## src/rtl/rvga_types.sv

```systemverilog
// rtl/rvga_types.sv - shared types for the writeback stage: register index, load ops, FSM states.
package rvga_types;

  typedef logic [4:0] rvga_reg_t;

  typedef enum logic [2:0] {
    LDOP_LB  = 3'd0,
    LDOP_LH  = 3'd1,
    LDOP_LW  = 3'd2,
    LDOP_LBU = 3'd3,
    LDOP_LHU = 3'd4
  } rvga_ldop_e;

  typedef enum logic {
    WB_IDLE    = 1'b0,
    WB_WAIT_LD = 1'b1
  } wb_state_e;

  typedef struct packed {
    rvga_reg_t  rd;
    logic       rd_w_v;
    rvga_ldop_e ldop;
    logic [1:0] addr_lo;
  } ld_req_s;

  // The wait counter only needs to reach timeout-1 before the timeout fires.
  function automatic int timeout_cnt_width(input int timeout);
    return (timeout < 2) ? 1 : $clog2(timeout);
  endfunction

endpackage

```

## src/rtl/writeback_stage_if.sv

```systemverilog
// rtl/writeback_stage_if.sv - upstream, data-memory response and register-file write signals.
interface writeback_stage_if #(
  parameter int width_p = 32
);

  logic                     mem_writeback_v;
  logic                     mem_writeback_ready;
  rvga_types::rvga_reg_t    mem_writeback_rd;
  logic                     mem_writeback_rd_w_v;
  logic [width_p-1:0]       mem_writeback_alu_data;
  logic                     mem_writeback_ld_v;
  rvga_types::rvga_ldop_e   mem_writeback_ldop;
  logic [1:0]               mem_writeback_addr_lo;
  logic                     dmem_resp_v;
  logic [width_p-1:0]       dmem_resp_data;
  logic                     writeback_rfetch_rd_w_v;
  rvga_types::rvga_reg_t    writeback_rfetch_rd;
  logic [width_p-1:0]       writeback_rfetch_rd_data;
  logic [63:0]              writeback_instret;
  logic                     writeback_err;

  modport master (
    output mem_writeback_v, mem_writeback_rd, mem_writeback_rd_w_v, mem_writeback_alu_data,
           mem_writeback_ld_v, mem_writeback_ldop, mem_writeback_addr_lo,
           dmem_resp_v, dmem_resp_data,
    input  mem_writeback_ready, writeback_rfetch_rd_w_v, writeback_rfetch_rd,
           writeback_rfetch_rd_data, writeback_instret, writeback_err
  );

  modport slave (
    input  mem_writeback_v, mem_writeback_rd, mem_writeback_rd_w_v, mem_writeback_alu_data,
           mem_writeback_ld_v, mem_writeback_ldop, mem_writeback_addr_lo,
           dmem_resp_v, dmem_resp_data,
    output mem_writeback_ready, writeback_rfetch_rd_w_v, writeback_rfetch_rd,
           writeback_rfetch_rd_data, writeback_instret, writeback_err
  );

endinterface

```

## src/rtl/writeback_stage_load_align.sv

```systemverilog
// rtl/writeback_stage_load_align.sv - extracts and extends load data from an aligned memory word.
module load_align
  import rvga_types::*;
#(
  parameter int width_p = 32
) (
  input  rvga_ldop_e         ldop,
  input  logic [1:0]         addr_lo,
  input  logic [width_p-1:0] word_data,
  output logic [width_p-1:0] ld_data,
  output logic               misaligned
);

  logic [7:0]  byte_sel;
  logic [15:0] half_sel;

  always_comb begin
    byte_sel = word_data[7:0];
    case (addr_lo)
      2'd1:    byte_sel = word_data[15:8];
      2'd2:    byte_sel = word_data[23:16];
      2'd3:    byte_sel = word_data[31:24];
      default: byte_sel = word_data[7:0];
    endcase
    half_sel = addr_lo[1] ? word_data[31:16] : word_data[15:0];
  end

  always_comb begin
    ld_data    = '0;
    misaligned = 1'b0;
    case (ldop)
      LDOP_LB:  ld_data = {{(width_p-8){byte_sel[7]}}, byte_sel};
      LDOP_LBU: ld_data = {{(width_p-8){1'b0}}, byte_sel};
      LDOP_LH: begin
        ld_data    = {{(width_p-16){half_sel[15]}}, half_sel};
        misaligned = addr_lo[0];
      end
      LDOP_LHU: begin
        ld_data    = {{(width_p-16){1'b0}}, half_sel};
        misaligned = addr_lo[0];
      end
      LDOP_LW: begin
        ld_data    = word_data;
        misaligned = (addr_lo != 2'd0);
      end
      default: ld_data = '0;
    endcase
  end

endmodule

```

## src/rtl/writeback_stage.sv

```systemverilog
// rtl/writeback_stage.sv - retires ALU results and loads into the register file, tracks instret and errors.
module writeback_stage
  import rvga_types::*;
#(
  parameter int width_p   = 32,
  parameter int timeout_p = 255
) (
  input logic              clk,
  input logic              rst,
  writeback_stage_if.slave wb
);

  localparam int                  cnt_w_lp    = timeout_cnt_width(timeout_p);
  localparam logic [cnt_w_lp-1:0] cnt_last_lp = cnt_w_lp'(timeout_p - 1);

  wb_state_e state, state_n;
  ld_req_s   ld_req;
  logic [cnt_w_lp-1:0] wait_cnt;

  logic ready, accept_alu, accept_ld, ld_resp, timeout_hit, spurious;
  logic retire, wr_en, err_set, misaligned;
  rvga_reg_t          wr_rd;
  logic [width_p-1:0] wr_data, ld_data;

  logic               rd_w_v_q;
  rvga_reg_t          rd_q;
  logic [width_p-1:0] rd_data_q;
  logic [63:0]        instret_q;
  logic               err_q;

  load_align #(.width_p(width_p)) u_load_align (
    .ldop       (ld_req.ldop),
    .addr_lo    (ld_req.addr_lo),
    .word_data  (wb.dmem_resp_data),
    .ld_data    (ld_data),
    .misaligned (misaligned)
  );

  always_ff @(posedge clk or posedge rst) begin
    if (rst) state <= WB_IDLE;
    else     state <= state_n;
  end

  always_comb begin
    state_n = state;
    case (state)
      WB_IDLE:    if (accept_ld) state_n = WB_WAIT_LD;
      WB_WAIT_LD: if (ld_resp || timeout_hit) state_n = WB_IDLE;
      default:    state_n = WB_IDLE;
    endcase
  end

  always_comb begin
    ready       = (state == WB_IDLE);
    accept_alu  = wb.mem_writeback_v & ready & ~wb.mem_writeback_ld_v;
    accept_ld   = wb.mem_writeback_v & ready & wb.mem_writeback_ld_v;
    ld_resp     = (state == WB_WAIT_LD) & wb.dmem_resp_v;
    timeout_hit = (state == WB_WAIT_LD) & ~wb.dmem_resp_v & (wait_cnt == cnt_last_lp);
    // A response while idle, including the load's own accept cycle, has no owner.
    spurious    = ready & wb.dmem_resp_v;
    retire      = accept_alu | ld_resp;
    err_set     = spurious | timeout_hit | (ld_resp & misaligned);
    if (accept_alu) begin
      wr_en   = wb.mem_writeback_rd_w_v & (wb.mem_writeback_rd != 5'd0);
      wr_rd   = wb.mem_writeback_rd;
      wr_data = wb.mem_writeback_alu_data;
    end else begin
      wr_en   = ld_resp & ld_req.rd_w_v & (ld_req.rd != 5'd0) & ~misaligned;
      wr_rd   = ld_req.rd;
      wr_data = ld_data;
    end
  end

  always_ff @(posedge clk or posedge rst) begin
    if (rst) begin
      rd_w_v_q  <= 1'b0;
      rd_q      <= '0;
      rd_data_q <= '0;
      instret_q <= '0;
      err_q     <= 1'b0;
      wait_cnt  <= '0;
      ld_req    <= '0;
    end else begin
      rd_w_v_q <= wr_en;
      if (wr_en) begin
        rd_q      <= wr_rd;
        rd_data_q <= wr_data;
      end
      if (retire)  instret_q <= instret_q + 64'd1;
      if (err_set) err_q     <= 1'b1;
      if (accept_ld) begin
        ld_req.rd      <= wb.mem_writeback_rd;
        ld_req.rd_w_v  <= wb.mem_writeback_rd_w_v;
        ld_req.ldop    <= wb.mem_writeback_ldop;
        ld_req.addr_lo <= wb.mem_writeback_addr_lo;
        wait_cnt       <= '0;
      end else if (state == WB_WAIT_LD && !wb.dmem_resp_v) begin
        wait_cnt <= wait_cnt + 1'b1;
      end
    end
  end

  assign wb.mem_writeback_ready      = ready;
  assign wb.writeback_rfetch_rd_w_v  = rd_w_v_q;
  assign wb.writeback_rfetch_rd      = rd_q;
  assign wb.writeback_rfetch_rd_data = rd_data_q;
  assign wb.writeback_instret        = instret_q;
  assign wb.writeback_err            = err_q;

endmodule

```

## src/flat_wrapper.sv

```systemverilog
// flat-port wrapper written by rule: the top's interface ports become plain ports
module writeback_stage_flat import rvga_types::*;
#(
  parameter int width_p   = 32,
  parameter int timeout_p = 255
)
  (clk, rst, wb_mem_writeback_v, wb_mem_writeback_rd, wb_mem_writeback_rd_w_v, wb_mem_writeback_alu_data, wb_mem_writeback_ld_v, wb_mem_writeback_ldop, wb_mem_writeback_addr_lo, wb_dmem_resp_v, wb_dmem_resp_data, wb_mem_writeback_ready, wb_writeback_rfetch_rd_w_v, wb_writeback_rfetch_rd, wb_writeback_rfetch_rd_data, wb_writeback_instret, wb_writeback_err);
  writeback_stage_if #(.width_p(width_p)) wb_i ();
  input logic clk;
  input logic rst;
  input wire logic [$bits(wb_i.mem_writeback_v)-1:0] wb_mem_writeback_v;
  input wire logic [$bits(wb_i.mem_writeback_rd)-1:0] wb_mem_writeback_rd;
  input wire logic [$bits(wb_i.mem_writeback_rd_w_v)-1:0] wb_mem_writeback_rd_w_v;
  input wire logic [$bits(wb_i.mem_writeback_alu_data)-1:0] wb_mem_writeback_alu_data;
  input wire logic [$bits(wb_i.mem_writeback_ld_v)-1:0] wb_mem_writeback_ld_v;
  input wire logic [$bits(wb_i.mem_writeback_ldop)-1:0] wb_mem_writeback_ldop;
  input wire logic [$bits(wb_i.mem_writeback_addr_lo)-1:0] wb_mem_writeback_addr_lo;
  input wire logic [$bits(wb_i.dmem_resp_v)-1:0] wb_dmem_resp_v;
  input wire logic [$bits(wb_i.dmem_resp_data)-1:0] wb_dmem_resp_data;
  output wire logic [$bits(wb_i.mem_writeback_ready)-1:0] wb_mem_writeback_ready;
  output wire logic [$bits(wb_i.writeback_rfetch_rd_w_v)-1:0] wb_writeback_rfetch_rd_w_v;
  output wire logic [$bits(wb_i.writeback_rfetch_rd)-1:0] wb_writeback_rfetch_rd;
  output wire logic [$bits(wb_i.writeback_rfetch_rd_data)-1:0] wb_writeback_rfetch_rd_data;
  output wire logic [$bits(wb_i.writeback_instret)-1:0] wb_writeback_instret;
  output wire logic [$bits(wb_i.writeback_err)-1:0] wb_writeback_err;
  assign wb_i.mem_writeback_v = wb_mem_writeback_v;
  assign wb_i.mem_writeback_rd = wb_mem_writeback_rd;
  assign wb_i.mem_writeback_rd_w_v = wb_mem_writeback_rd_w_v;
  assign wb_i.mem_writeback_alu_data = wb_mem_writeback_alu_data;
  assign wb_i.mem_writeback_ld_v = wb_mem_writeback_ld_v;
  assign wb_i.mem_writeback_ldop = wb_mem_writeback_ldop;
  assign wb_i.mem_writeback_addr_lo = wb_mem_writeback_addr_lo;
  assign wb_i.dmem_resp_v = wb_dmem_resp_v;
  assign wb_i.dmem_resp_data = wb_dmem_resp_data;
  assign wb_mem_writeback_ready = wb_i.mem_writeback_ready;
  assign wb_writeback_rfetch_rd_w_v = wb_i.writeback_rfetch_rd_w_v;
  assign wb_writeback_rfetch_rd = wb_i.writeback_rfetch_rd;
  assign wb_writeback_rfetch_rd_data = wb_i.writeback_rfetch_rd_data;
  assign wb_writeback_instret = wb_i.writeback_instret;
  assign wb_writeback_err = wb_i.writeback_err;
  writeback_stage #(.width_p(width_p), .timeout_p(timeout_p)) u_core (.clk(clk), .rst(rst), .wb(wb_i));
endmodule
```

## config.mk

```make
export PLATFORM = sky130hd
export DESIGN_NAME = writeback_stage_flat
export DESIGN_NICKNAME = d
export VERILOG_FILES = /design/src/rtl/rvga_types.sv /design/src/rtl/writeback_stage_if.sv /design/src/rtl/writeback_stage_load_align.sv /design/src/rtl/writeback_stage.sv /design/src/flat_wrapper.sv
export SDC_FILE = /design/constraint.sdc
export NUM_CORES = 1
export LEC_CHECK = 0
export BUFFER_PORTS_ARGS = -buffer_cell sky130_fd_sc_hd__buf_2
export CAP_MARGIN = 10
export CORE_UTILIZATION = 52
export CTS_CLUSTER_SIZE = 12
export DETAILED_ROUTE_END_ITERATION = 10
export PLACE_DENSITY = 0.8
export SLEW_MARGIN = 40
export SYNTH_ARGS = -nofsm -noshare
export SYNTH_HDL_FRONTEND = slang
export SYNTH_SLANG_ARGS = --single-unit
```

## constraint.sdc

```tcl
create_clock -name clk -period 6.7 [get_ports clk]
set_input_delay 2.01 -clock clk [delete_from_list [all_inputs] [get_ports clk]]
set_output_delay 2.01 -clock clk [all_outputs]
set_load 0.03 [all_outputs]
```

== After elaboration in Yosys (flattened, before gate mapping) ==
Cells that the tools add are included.
Storage, ports and cells
  output and inout port bits: 104
  bits of input ports: 80
  logic and storage cells: 61
  register bits after elaboration: 123
Cells by class
  muxes and demuxes: 12
  reductions and logical operators: 9
  bitwise gates (word level): 19
  equality and inequality tests: 8
  add/sub/neg operators: 2
Operators with widths (count)
  $pmux 32 s5: 1
  $add 64x1->64 const B: 1
  $mux 32: 1
  $pmux 8 s3: 1
  $mux 16: 1
  $mux 8: 2
  $and 1x1->1: 12
  $reduce_bool 5->1: 2
  $add 8x1->8 const B: 1
  $eq 8x8->1 const B: 1
  $eq 3x2->1 const B: 2
  $mux 5: 1
  $eq 2x2->1 const B: 2
  $not 1->1: 4
  $pmux 1 s2: 2
  $reduce_bool 2->1: 2
  $eq 3x1->1 const B: 1
  $eq 3x3->1 const B: 1
  $logic_not 3->1: 1
  $mux 1: 3
  $or 1x1->1: 3
  $eq 2x1->1 const B: 1
  $reduce_or 2->1: 1
  $logic_and 1x1->1: 1
  other kinds (2): 2

== Depth between registers and ports, before layout ==
Gate-level depths: netlist of run 1.
  depth after elaboration: 6
  depth in mapped cells: 9

== Cells and area by module ==
Synthesis of run 1 repeated with hierarchy kept, for this count alone.
Unflattened totals
  cell total of the unflattened synthesis: 726
  area total of the unflattened synthesis: 6562.5 um^2
Modules (own cells, without submodules)
  writeback_stage: area each 5669.2 um^2, instances 1, cells an instance 599
  load_align: area each 893.4 um^2, instances 1, cells an instance 127

== Worst setup path before layout of run 1 ==
Ideal clock, no wire load.
  path kind: input-to-reg
  start: in wb_mem_writeback_rd[1]
  end: reg u_core.rd_data_q[1], in the netlist u_core.wb.writeback_rfetch_rd_data[1]
  data required time: 6.575 ns
  setup time: 0.125 ns
  setup slack: 3.155 ns
  arrival: 3.420 ns
  stages: 6
  cells stage by stage: or4_4 -> o211ai_2 -> nand2_1 -> buf_6 -> buf_6 -> mux2_4
Between the ends
  longest elaborated chain between the ends: 3
RTL lines
  start, declared: RTL line flat_wrapper.sv:12  | input wire logic [$bits(wb_i.mem_writeback_rd)-1:0] wb_mem_writeback_rd;
  $reduce_bool 5->1: RTL line writeback_stage.sv:64  | wr_en = wb.mem_writeback_rd_w_v & (wb.mem_writeback_rd != 5'd0);
  $and 1x1->1: RTL line writeback_stage.sv:64
  $mux 1: RTL line writeback_stage.sv:63  | if (accept_alu) begin
  end signal, assigned: RTL line writeback_stage.sv:87  | rd_data_q <= wr_data;
  end, declared: RTL line writeback_stage.sv:27  | logic [width_p-1:0] rd_data_q;
Every way passes these cells.
A chain may end at the register's enable or synchronous reset.

== Final worst setup path of run 1 ==
  start: in wb_mem_writeback_ld_v
  end: reg u_core.instret_q[50], in the netlist u_core.wb.writeback_instret[50]
Between the ends
  longest elaborated chain between the ends: 3
RTL lines
  start, declared: RTL line flat_wrapper.sv:15  | input wire logic [$bits(wb_i.mem_writeback_ld_v)-1:0] wb_mem_writeback_ld_v;
  $not 1->1: RTL line writeback_stage.sv:55  | accept_alu = wb.mem_writeback_v & ready & ~wb.mem_writeback_ld_v;
  $and 1x1->1: RTL line writeback_stage.sv:55
  $or 1x1->1: RTL line writeback_stage.sv:61  | retire = accept_alu | ld_resp;
  end signal, assigned: RTL line writeback_stage.sv:89  | if (retire) instret_q <= instret_q + 64'd1;
  end, declared: RTL line writeback_stage.sv:28  | logic [63:0] instret_q;
Every way passes these cells.

==> reports/qor.txt, run 1 <==
n_diodes = 0
CTS-repair resized insts = 0
hold_buf cts = 0
final wirelength = 18.0 mm
number of synthesized flops with an enable pin = 0
layout cell share with drive strength beyond 1 = 33.3%
detailed-route via count = 5974
Mapped Cells = 664
# setup viols final = 0
GRT Total Usage = 28.0%
crit-path cells = buf_2 -> or3b_1 -> a21oi_2 -> nand4_2 -> nor3_1 -> xor2_1
P_int = 1.81 mW
CP max stage cell = a21oi_2
die span in x = 115 µm
number of global-route vias before repair = 5716
post-synthesis cell area = 6610 µm²
layout net count = 920
Port Buffer Count = 183
Comb pwr share = 31.2%
FP Rows = 40
Die Ht = 115 µm
Fin. Hold Viols = 0
grt ovf = 0
root buf cell = clkbuf_16
clk_lat worst skew = 0.42 ns
Clock Sinks = 123
Cell Pwr Density = 348 nW/µm²
Initial Util = 54.1%
Arr. time, crit path = 4.30 ns
I/O Pins = 184
Leakage Power = 4.05 nW
status = complete, no violations
CTS max path bufs = 2
CP endpoint kind = flop
detailed-route wire length per cell = 17.7 µm
CTS Buf Count = 17
initial DRC count = 538
worst min-delay path class = reg2reg
Tmin final = 3.95 ns
Worst Path Required = 7.04 ns
asr flop ratio synth = 100%
First-pass DRT Iterations = 7
drt drc = 0
flops & latches, synth = 123
global-route wire length before repair = 28.3 mm
maximum vdd drop = 0.145 mV
DR vias/cell = 5.87
synth unique cells = 65
Sw Share = 36.8%
ys flop type = dfrtp_1
gr busiest metal = met2
Least-Margin Pin Slew = 0.746 ns
Reg power frac = 36.0%
Routed Antenna Nets = 0
Layout Utilization = 67.3%
max_slew headroom = 50.2%
initial antenna violation count = 0
GPL Wtd Cong = 0.929
Switch Pwr = 1.05 mW
leading area contributor after synthesis = dfrtp_1
CP Launch Type = primary input
synth top area cells = dfrtp_1, xor2_1, nand2_1
syn avg cell area = 9.95 µm²
grt met1 use = 35.4%
Post-Syn Nets = 747
clock group share of total power = 32.7%
H-Tree Depth = 4
met3 Track Usage GR = 8.01%
critical path class = in2reg
TNS Setup = 0 ns
HPWL after DPL = 12.7 mm
Core Region = 12200 µm²
Fmax = 0.253 GHz
largest net degree at the start of global routing = 63
number of setup buffers added after CTS = 0
total die area = 13200 µm²
sequential share of the synthesized area = 46.6%
CP max stage delay = 0.57 ns
top cell type's share of synthesized area = 46.6%
Area growth syn-to-layout = 24.4%
synth warn = 0
GRT met2 Usage = 44.5%
Final Max Slew Viols = 0
max cap viols = 0
Layout Skew = 0.0117 ns
Clock transition at path regs = 0.06 ns
Final Cycle Share = 59.0%
RSZ-0062 raised after global routing = no
CTS tree = yes
Worst Path Max Fanout = 12
==> worst max-delay path: cells and delay by family <==
family	cells	cell delay, ns
simple gates	3	1.41
compound gates	1	0.57
xor+xnor	1	0.17
buf+inv	1	0.12
==> cell usage after synthesis, drive strengths merged, types with 4 or more instances <==
library cell and instances:
dfrtp 123, nand2 88, nor2 44, xor2 41
nand3 40, xnor2 31, o21ai 30, nand4 29
mux2 26, nor3 25, a22oi 21, a21oi 19
buf 18, inv 16, clkbuf 15, a31oi 11
and3 11, o31ai 8, nor4 6, a2bb2oi 4
a31o 4, and4 4, mux4 4, nor4b 4
or2 4
==> sequential cells by signal, indices dropped and copies added, names as in the netlist <==
signal and cells:
u_core.ld_req 11, u_core.state 1, u_core.wait_cnt 8, u_core.wb.writeback_err 1, u_core.wb.writeback_instret 64, u_core.wb.writeback_rfetch_rd 5
u_core.wb.writeback_rfetch_rd_data 32, u_core.wb.writeback_rfetch_rd_w_v 1
==> through the flow <==
step                      instance area, µm²  hold slack, ns  power (mW)  setup slack, ns  instances
after floorplan                         6610           0.446        1.65             1.42        664
after global placement                  7580           0.459        1.89             2.45        986
after detailed placement                7590           0.470        1.92             2.36        986
after CTS                               8190           0.481        2.86             2.79       1017
after global routing                    8220           0.485        2.98             2.63       1017
final                                   8220           0.477        2.86             2.75       1017
==> cells by family after synthesis <==
logic type               Yosys count  synth area share (%)
buffers and inverters             49                  3.77
XOR/XNOR                          72                  9.54
AO/OA/AOI/OAI                    113                  11.4
multiplexers                      33                  6.42
AND/OR/NAND/NOR                  271                  21.8
flip-flops                       123                  46.6
adder cells (fa/ha/maj)            3                 0.568
==> layer usage <==
metal | vias up | wire length [µm]
met4 | 0 | 522
met5 | - | 0
met1 | 2877 | 7140
li1 | 2724 | -
met2 | 319 | 8630
met3 | 54 | 1690
==> power groups by stage <==
| stage | combinational (mW) | clock [mW] | sequential [mW] |
|---|---|---|---|
| after global routing | 0.953 | 0.976 | 1.05 |
| final | 0.893 | 0.936 | 1.03 |
| after CTS | 0.888 | 0.944 | 1.03 |
| after floorplan | 0.389 | 0 | 1.26 |
| after detailed placement | 0.882 | 0 | 1.04 |
| after global placement | 0.862 | 0 | 1.03 |
==> path summary, 6_finish.rpt <==
| kind | from | to | depth (start not counted) | slack, ns |
|---|---|---|---|---|
| hold reg to reg | u_core.wb.writeback_instret[53]$_DFFE_PP0P_ | u_core.wb.writeback_instret[53]$_DFFE_PP0P_ | 1 | 0.48 |
| setup / recovery | wb_mem_writeback_ld_v | u_core.wb.writeback_instret[50]$_DFFE_PP0P_ | 6 | 2.75 |
| hold / removal | u_core.wb.writeback_instret[53]$_DFFE_PP0P_ | u_core.wb.writeback_instret[53]$_DFFE_PP0P_ | 1 | 0.48 |
| min in group asynchronous | rst | u_core.wb.writeback_rfetch_rd_w_v$_DFF_PP0_ | 2 | 1.65 |
| max in group asynchronous | rst | u_core.wait_cnt[0]$_DFFE_PP0P_ | 3 | 4.07 |
| setup reg to reg | u_core.state$_DFF_PP0_ | u_core.wb.writeback_instret[50]$_DFFE_PP0P_ | 5 | 3.98 |
==> cell usage in the layout, fill, tap and decap left out, types with 4 or more instances in the layout <==
| master | count |
|---|---|
| a21oi_1 | 17 |
| a22oi_1 | 21 |
| a2bb2oi_1 | 4 |
| a31o_2 | 4 |
| a31oi_1 | 11 |
| and3_1 | 10 |
| buf_2 | 183 |
| clkbuf_16 | 17 |
| clkinv_2 | 5 |
| dfrtp_1 | 123 |
| inv_1 | 15 |
| mux2_2 | 24 |
| mux4_2 | 4 |
| nand2_1 | 87 |
| nand3_1 | 40 |
| nand4_1 | 26 |
| nor2_1 | 43 |
| nor3_1 | 20 |
| nor3_2 | 4 |
| nor4_1 | 5 |
| o21ai_0 | 29 |
| o31ai_1 | 8 |
| or2_2 | 4 |
| xnor2_1 | 31 |
| xor2_1 | 41 |
==> area by class of cell <==
| type | instances | area [µm²] |
|---|---|---|
| clock buffers | 19 | 453 |
| clock inverters | 12 | 148 |
| fillers | 970 | 3990 |
| inverters | 16 | 65.1 |
| multi-input cells | 492 | 3320 |
| flip-flops and latches | 123 | 3080 |
| well taps | 168 | 210 |
| repair buffers | 187 | 950 |
Power figures use the tool's default switching activity.
==> run 2: changes to the inputs <==
--- a/config.mk
+++ b/config.mk
@@ -7,10 +7,10 @@
 export LEC_CHECK = 0
 export BUFFER_PORTS_ARGS = -buffer_cell sky130_fd_sc_hd__buf_2
 export CAP_MARGIN = 10
-export CORE_UTILIZATION = 52
+export CORE_UTILIZATION = 48
 export CTS_CLUSTER_SIZE = 12
 export DETAILED_ROUTE_END_ITERATION = 10
-export PLACE_DENSITY = 0.8
+export PLACE_DENSITY = 0.77
 export SLEW_MARGIN = 40
 export SYNTH_ARGS = -nofsm -noshare
 export SYNTH_HDL_FRONTEND = slang
==> constraint.sdc (replaced) <==
create_clock -name clk -period 3.35 [get_ports clk]
set_input_delay 1.005 -clock clk [delete_from_list [all_inputs] [get_ports clk]]
set_output_delay 1.005 -clock clk [all_outputs]
set_load 0.03 [all_outputs]
==> reports/qor.txt, run 2 (synthesis results as in run 1) <==
Multi-input gate area = 3290 µm² (was 3320 µm²)
Largest register FFs = 64 (unchanged)
hold_buf cts = 0 (unchanged)
CTS max path bufs = 2 (unchanged)
Final Cycle Share = 75.7%
Comb pwr share = 29.0% (was 31.2%)
die span in x = 119 µm (was 115 µm)
Core Region = 13300 µm² (was 12200 µm²)
worst min-delay path class = reg2reg (unchanged)
grt ovf = 0 (unchanged)
total die area = 14200 µm² (was 13200 µm²)
Hold Path Depth = 2 (was 1)
Critical R2R Launch = u_core.ld_req[0]$_DFFE_PP0P_ (was u_core.state$_DFF_PP0_)
Switch Pwr = 2.08 mW (was 1.05 mW)
layout cell share with drive strength beyond 1 = 33.4% (was 33.3%)
R2R Path End = u_core.wb.writeback_rfetch_rd_data[1]$_DFFE_PP0P_ (was u_core.wb.writeback_instret[50]$_DFFE_PP0P_)
Die Ht = 119 µm (was 115 µm)
Area growth syn-to-layout = 26.5% (was 24.4%)
Tmin final = 2.54 ns
Clock transition at path regs = 0.06 ns (about the same)
Layout Skew = 0.00565 ns (was 0.0117 ns)
H-Tree Depth = 4 (unchanged)
gr busiest metal = met2 (unchanged)
register area = 3080 µm² (unchanged)
CP Launch Type = flop (was primary input)
Arr. time, crit path = 2.84 ns (was 4.30 ns)
clock group share of total power = 37.1% (was 32.7%)
Fmax = 0.394 GHz
grt met1 use = 32.8% (was 35.4%)
root buf cell = clkbuf_16 (unchanged)
final worst slack = 0.813 ns (was 2.75 ns)
Routed Antenna Nets = 0 (unchanged)
number of setup buffers added after CTS = 0 (unchanged)
Hold Path Sink = u_core.ld_req[5]$_DFFE_PP0P_ (was u_core.wb.writeback_instret[53]$_DFFE_PP0P_)
post-route cell area = 8360 µm² (was 8220 µm²)
initial antenna violation count = 0 (unchanged)
maximum vdd drop = 0.335 mV (was 0.145 mV)
Final Max Slew Viols = 0 (unchanged)
First-pass DRT Iterations = 5 (was 7)
GRT Total Usage = 25.1% (was 28.0%)
Reg2Reg Depth = 6 (was 5)
initial DRC count = 412 (was 538)
max cap viols = 0 (unchanged)
GPL Wtd Cong = 0.869 (was 0.929)
# fillers = 1143 (was 970)
Worst Setup SP = u_core.ld_req[0]$_DFFE_PP0P_ (was wb_mem_writeback_ld_v)
largest net degree at the start of global routing = 124 (was 63)
HPWL after DPL = 12.1 mm (was 12.7 mm)
global-route wire length before repair = 28.0 mm (was 28.3 mm)
RSZ-0062 raised after global routing = no (unchanged)
Port Buffer Count = 183 (unchanged)
Sw Share = 34.4% (was 36.8%)
Least-Margin Pin Slew = 0.798 ns (was 0.746 ns)
commonest non-fill, non-tap cells in the layout = buf_2, dfrtp_1, nand2_1, nor2_1, xor2_1 (unchanged)
status = complete, no violations (unchanged)
min-delay src = u_core.ld_req[5]$_DFFE_PP0P_ (was u_core.wb.writeback_instret[53]$_DFFE_PP0P_)
drt drc = 0 (unchanged)
layout net count = 924 (was 920)
Cell Pwr Density = 724 nW/µm² (was 348 nW/µm²)
CP endpoint kind = flop (unchanged)
CTS-repair resized insts = 0 (unchanged)
detailed-route wire length per cell = 16.9 µm (was 17.7 µm)
Clock Sinks = 123 (unchanged)
pre-CTS WS = 0.507 ns (was 2.36 ns)
critical path class = reg2reg (was in2reg)
Worst Path Max Fanout = 35 (was 12)
met3 Track Usage GR = 5.41% (was 8.01%)
CTS Buf Count = 17 (unchanged)
Leakage Power = 4.11 nW (was 4.05 nW)
# setup viols final = 0 (unchanged)
I/O Pins = 184 (unchanged)
detailed-route via count = 5785 (was 5974)
FP Rows = 42 (was 40)
n_diodes = 0 (unchanged)
reg2reg setup slack = 0.81 ns (was 3.98 ns)
clk_lat worst skew = 0.42 ns (about the same)
final wirelength = 17.4 mm (was 18.0 mm)
CTS tree = yes (unchanged)
Reg power frac = 33.9% (was 36.0%)
total power = 6.05 mW (was 2.86 mW)
Initial Util = 49.5% (was 54.1%)
Worst Path Required = 3.66 ns (was 7.04 ns)
max_slew headroom = 46.7% (was 50.2%)
GRT met2 Usage = 40.7% (was 44.5%)
Placed Area = 7640 µm² (was 7590 µm²)
P_int = 3.97 mW (was 1.81 mW)
most common cell after layout, fill and taps aside = buf_2 (unchanged)
DR vias/cell = 5.62 (was 5.87)
number of global-route vias before repair = 5535 (was 5716)
TNS Setup = 0 ns (unchanged)
Fin. Hold Viols = 0 (unchanged)
-- run 2: power by group through the flow --
stage | logic [mW] | clock network (mW) | registers, mW
finish | 1.75 | 2.25 | 2.05
global route | 1.89 | 2.35 | 2.09
CTS | 1.76 | 2.28 | 2.05
detailed placement | 1.75 | 0 | 2.07
global placement | 1.72 | 0 | 2.06
floorplan | 0.779 | 0 | 2.52
-- run 2: per-layer routing --
layer	vias to the layer above	wire length, µm
li1	2719	-
met2	242	8380
met1	2791	7430
met3	33	1180
met4	0	425
met5	-	0
-- run 2: layout make-up --
type / count / area share (%)
flip-flops and latches: 123 / 36.8
multi-input cells: 492 / 39.3
inverters: 16 / 0.763
clock buffers: 17 / 5.09
clock inverters: 15 / 3.53
well taps: 176 / 2.63
repair buffers: 191 / 11.8
-- run 2: critical path, cell delays in order, from the launching register on --
cell      delay [ns]
dfrtp_1         0.65
nor4bb_1        0.58
a211oi_1        0.12
o21ai_1         0.24
nand2_1         0.18
buf_4           0.31
mux2_4          0.34
-- run 2: metrics by stage --
stage	hold slack (ns)	cells	utilization, %
final	0.482	1030	62.6
after global routing	0.507	1030	62.6
after CTS	0.485	1030	62.6
after detailed placement	0.469	998	57.2
after global placement	0.456	998	57.2
after floorplan	0.446	664	-
-- run 2: worst max-delay path by stage --
stage               slack, ns  cells after the start                                                end
floorplan                0.81                      6  u_core.wb.writeback_rfetch_rd_data[1]$_DFFE_PP0P_
global placement         0.56                      6  u_core.wb.writeback_rfetch_rd_data[1]$_DFFE_PP0P_
detailed placement       0.51                      6        u_core.wb.writeback_instret[50]$_DFFE_PP0P_
CTS                      0.81                      6  u_core.wb.writeback_rfetch_rd_data[1]$_DFFE_PP0P_
global route             0.65                      6  u_core.wb.writeback_rfetch_rd_data[2]$_DFFE_PP0P_
finish                   0.81                      6  u_core.wb.writeback_rfetch_rd_data[1]$_DFFE_PP0P_
==> run 3: changes to the inputs <==
--- a/config.mk
+++ b/config.mk
@@ -5,9 +5,10 @@
 export SDC_FILE = /design/constraint.sdc
 export NUM_CORES = 1
 export LEC_CHECK = 0
+export ABC_AREA = 1
 export BUFFER_PORTS_ARGS = -buffer_cell sky130_fd_sc_hd__buf_2
 export CAP_MARGIN = 10
-export CORE_UTILIZATION = 48
+export CORE_UTILIZATION = 49
 export CTS_CLUSTER_SIZE = 12
 export DETAILED_ROUTE_END_ITERATION = 10
 export PLACE_DENSITY = 0.77
==> constraint.sdc (replaced) <==
create_clock -name clk -period 2.2 [get_ports clk]
set_input_delay 0.66 -clock clk [delete_from_list [all_inputs] [get_ports clk]]
set_output_delay 0.66 -clock clk [all_outputs]
set_load 0.03 [all_outputs]
==> reports/qor.txt, run 3 <==
status = complete, no violations (unchanged)
largest net degree at the start of global routing = 62 (was 124)
most common cell after layout, fill and taps aside = nand2_1 (was buf_2)
Largest register FFs = 64 (unchanged)
Fmax = 0.506 GHz (was 0.394 GHz)
maximum vdd drop = 0.656 mV (was 0.335 mV)
sequential share of the synthesized area = 40.3% (was 46.6%)
asr flop ratio synth = 100% (unchanged)
First-pass DRT Iterations = 7 (was 5)
Mapped Cells = 1143 (was 664)
crit-path cells = ha_1 -> nand2_1 -> nor2_2 -> nand3_2 -> nor3_1 -> nand2_1 -> xnor2_1 (was nor4bb_1 -> a211oi_1 -> o21ai_1 -> nand2_1 -> buf_4 -> mux2_4)
Leakage Power = 5.13 nW (was 4.11 nW)
Clock Sinks = 123 (unchanged)
# setup viols final = 0 (unchanged)
Least-Margin Pin Slew = 0.659 ns (was 0.798 ns)
post-synthesis cell area = 7630 µm² (was 6610 µm²)
number of setup buffers added after CTS = 0 (unchanged)
critical path class = reg2reg (unchanged)
I/O Pins = 184 (unchanged)
total die area = 16100 µm² (was 14200 µm²)
most frequent cells after synthesis = nand2_1, nor2_1, dfrtp_1 (was dfrtp_1, nand2_1, nor2_1)
final wirelength = 23.1 mm (was 17.4 mm)
number of synthesized flops with an enable pin = 0 (unchanged)
CP top delay family = simple AND/OR/NAND/NOR gates (unchanged)
ys flop type = dfrtp_1 (unchanged)
max_slew headroom = 56.1% (was 46.7%)
Worst Path Max Fanout = 5 (was 35)
CTS tree = yes (unchanged)
synth top area cells = dfrtp_1, nand2_1, nor2_1 (was dfrtp_1, xor2_1, nand2_1)
count leader, synth = nand2_1 (was dfrtp_1)
Cell Pwr Density = 915 nW/µm² (was 724 nW/µm²)
clk_lat worst skew = 0.42 ns (about the same)
FP Rows = 45 (was 42)
Routed Antenna Nets = 0 (unchanged)
Clock transition at path regs = 0.06 ns (about the same)
clock group share of total power = 32.5% (was 37.1%)
Arr. time, crit path = 2.28 ns (was 2.84 ns)
GPL Wtd Cong = 0.981 (was 0.869)
CP endpoint kind = flop (unchanged)
n_diodes = 0 (unchanged)
H-Tree Depth = 4 (unchanged)
syn avg cell area = 6.68 µm² (was 9.95 µm²)
CP Launch Type = flop (unchanged)
initial DRC count = 703 (was 412)
detailed-route wire length per cell = 15.1 µm (was 16.9 µm)
global-route wire length before repair = 37.4 mm (was 28.0 mm)
HPWL after DPL = 17.5 mm (was 12.1 mm)
CTS-repair resized insts = 0 (unchanged)
Initial Util = 50.2% (was 49.5%)
Critical R2R Launch = u_core.wb.writeback_instret[0]$_DFFE_PP0P_ (was u_core.ld_req[0]$_DFFE_PP0P_)
CP max stage cell = nor3_1 (was dfrtp_1)
Comb pwr share = 32.2% (was 29.0%)
Layout Utilization = 61.3% (was 62.6%)
Final Cycle Share = 89.8% (was 75.7%)
leading area contributor after synthesis = dfrtp_1 (unchanged)
synth unique cells = 37 (was 65)
top cell type's share of synthesized area = 40.3% (was 46.6%)
hold_buf cts = 0 (unchanged)
worst min-delay path class = in2async (was reg2reg)
CTS Buf Count = 17 (unchanged)
root buf cell = clkbuf_16 (unchanged)
Reg2Reg Depth = 7 (was 6)
Core Region = 15200 µm² (was 13300 µm²)
Final Max Slew Viols = 0 (unchanged)
grt ovf = 0 (unchanged)
Die Ht = 127 µm (was 119 µm)
Post-Syn Nets = 1226 (was 747)
Tmin final = 1.98 ns (was 2.54 ns)
Fin. Hold Viols = 0 (unchanged)
synth warn = 0 (unchanged)
TNS Setup = 0 ns (unchanged)
Switch Pwr = 3.26 mW (was 2.08 mW)
Layout Skew = 0.0101 ns (was 0.00565 ns)
P_int = 5.28 mW (was 3.97 mW)
detailed-route via count = 8042 (was 5785)
max cap viols = 0 (unchanged)
DR vias/cell = 5.26 (was 5.62)
Sw Share = 38.1% (was 34.4%)
number of global-route vias before repair = 7450 (was 5535)
CTS max path bufs = 2 (unchanged)
Port Buffer Count = 183 (unchanged)
WP depth = 7 (was 6)
Reg power frac = 35.2% (was 33.9%)
GRT Total Usage = 29.7% (was 25.1%)
Worst Path Required = 2.50 ns (was 3.66 ns)
RSZ-0062 raised after global routing = no (unchanged)
cell repeated most along the worst path = nand2_1
die span in x = 127 µm (was 119 µm)
layout net count = 1412 (was 924)
reg2reg setup slack = 0.22 ns (was 0.81 ns)
R2R Path End = u_core.wb.writeback_instret[42]$_DFFE_PP0P_ (was u_core.wb.writeback_rfetch_rd_data[1]$_DFFE_PP0P_)
CP max stage delay = 0.47 ns (was 0.65 ns)
drt drc = 0 (unchanged)
flops & latches, synth = 123 (unchanged)
initial antenna violation count = 0 (unchanged)
Buffers & Inverters on Critical Path = 0 (was 1)
layout cell share with drive strength beyond 1 = 19.7% (was 33.4%)
Area growth syn-to-layout = 22.2% (was 26.5%)
commonest non-fill, non-tap cells in the layout = nand2_1, buf_2, nor2_1, dfrtp_1, inv_1 (was buf_2, dfrtp_1, nand2_1, nor2_1, xor2_1)
==> run 3: how the worst max path moves through the flow <==
stage	start	endpoint
floorplan	rst	u_core.ld_req[0]$_DFFE_PP0P_
global placement	wb_mem_writeback_ld_v	u_core.wb.writeback_instret[44]$_DFFE_PP0P_
detailed placement	wb_mem_writeback_ld_v	u_core.wb.writeback_instret[57]$_DFFE_PP0P_
CTS	u_core.wb.writeback_instret[0]$_DFFE_PP0P_	u_core.wb.writeback_instret[42]$_DFFE_PP0P_
global route	u_core.wb.writeback_instret[0]$_DFFE_PP0P_	u_core.wb.writeback_instret[58]$_DFFE_PP0P_
finish	u_core.wb.writeback_instret[0]$_DFFE_PP0P_	u_core.wb.writeback_instret[42]$_DFFE_PP0P_
==> run 3: cell families after synthesis <==
| group | count (synthesis) | share of synthesized area [%] |
|---|---|---|
| flops | 123 | 40.3 |
| compound gates | 86 | 5.82 |
| fa+ha+maj | 3 | 0.492 |
| buf+inv | 140 | 7.74 |
| xor+xnor | 42 | 4.82 |
| simple gates | 749 | 40.8 |
==> run 3: worst register-to-register path, cell delays in order, from the launching register on <==
cell	delay, ns
dfrtp_1	0.43
ha_1	0.19
nand2_1	0.09
nor2_2	0.22
nand3_2	0.17
nor3_1	0.47
nand2_1	0.13
xnor2_1	0.15
==> run 3: per-layer routing <==
layer | wire [µm] | up-vias | global-route usage, % | part of all wire [%]
li1 | - | 3922 | - | -
met1 | 10100 | 3685 | 39.1 | 44
met5 | 0 | - | 0 | 0
met3 | 1840 | 53 | 5.65 | 8.0
met2 | 10600 | 382 | 48.0 | 46
met4 | 622 | 0 | 12.8 | 2.7
==> run 3: cell type report <==
| cell class | count | area, µm² |
|---|---|---|
| Fill cell | 1410 | 5880 |
| Multi-Input combinational cell | 880 | 3970 |
| Sequential cell | 123 | 3080 |
| Timing Repair Buffer | 197 | 1050 |
| Clock buffer | 23 | 488 |
| Inverter | 110 | 419 |
| Tap cell | 188 | 235 |
| Clock inverter | 7 | 90.1 |
==> run 3: through the flow <==
stage                     instance area [µm²]  cells  hold slack (ns)  worst slack, ns  power, mW
after global placement                   8740   1498            0.447            0.214       5.74
after CTS                                9320   1528            0.223            0.279       8.55
after global routing                     9330   1528            0.232           0.0870       8.98
after floorplan                          7630   1143            0.433           0.0287       4.97
final                                    9330   1528            0.216            0.224       8.54
after detailed placement                 8740   1498            0.451            0.176       5.77
==> run 3: power groups by stage <==
stage | Clock (mW) | Sequential [mW] | Combinational, mW
5_1_grt | 2.89 | 3.05 | 3.04
4_1_cts | 2.80 | 3.00 | 2.75
2_1_floorplan | 0 | 3.75 | 1.22
6_report | 2.78 | 3.01 | 2.75
3_3_place_gp | 0 | 3.04 | 2.70
3_5_place_dp | 0 | 3.03 | 2.74
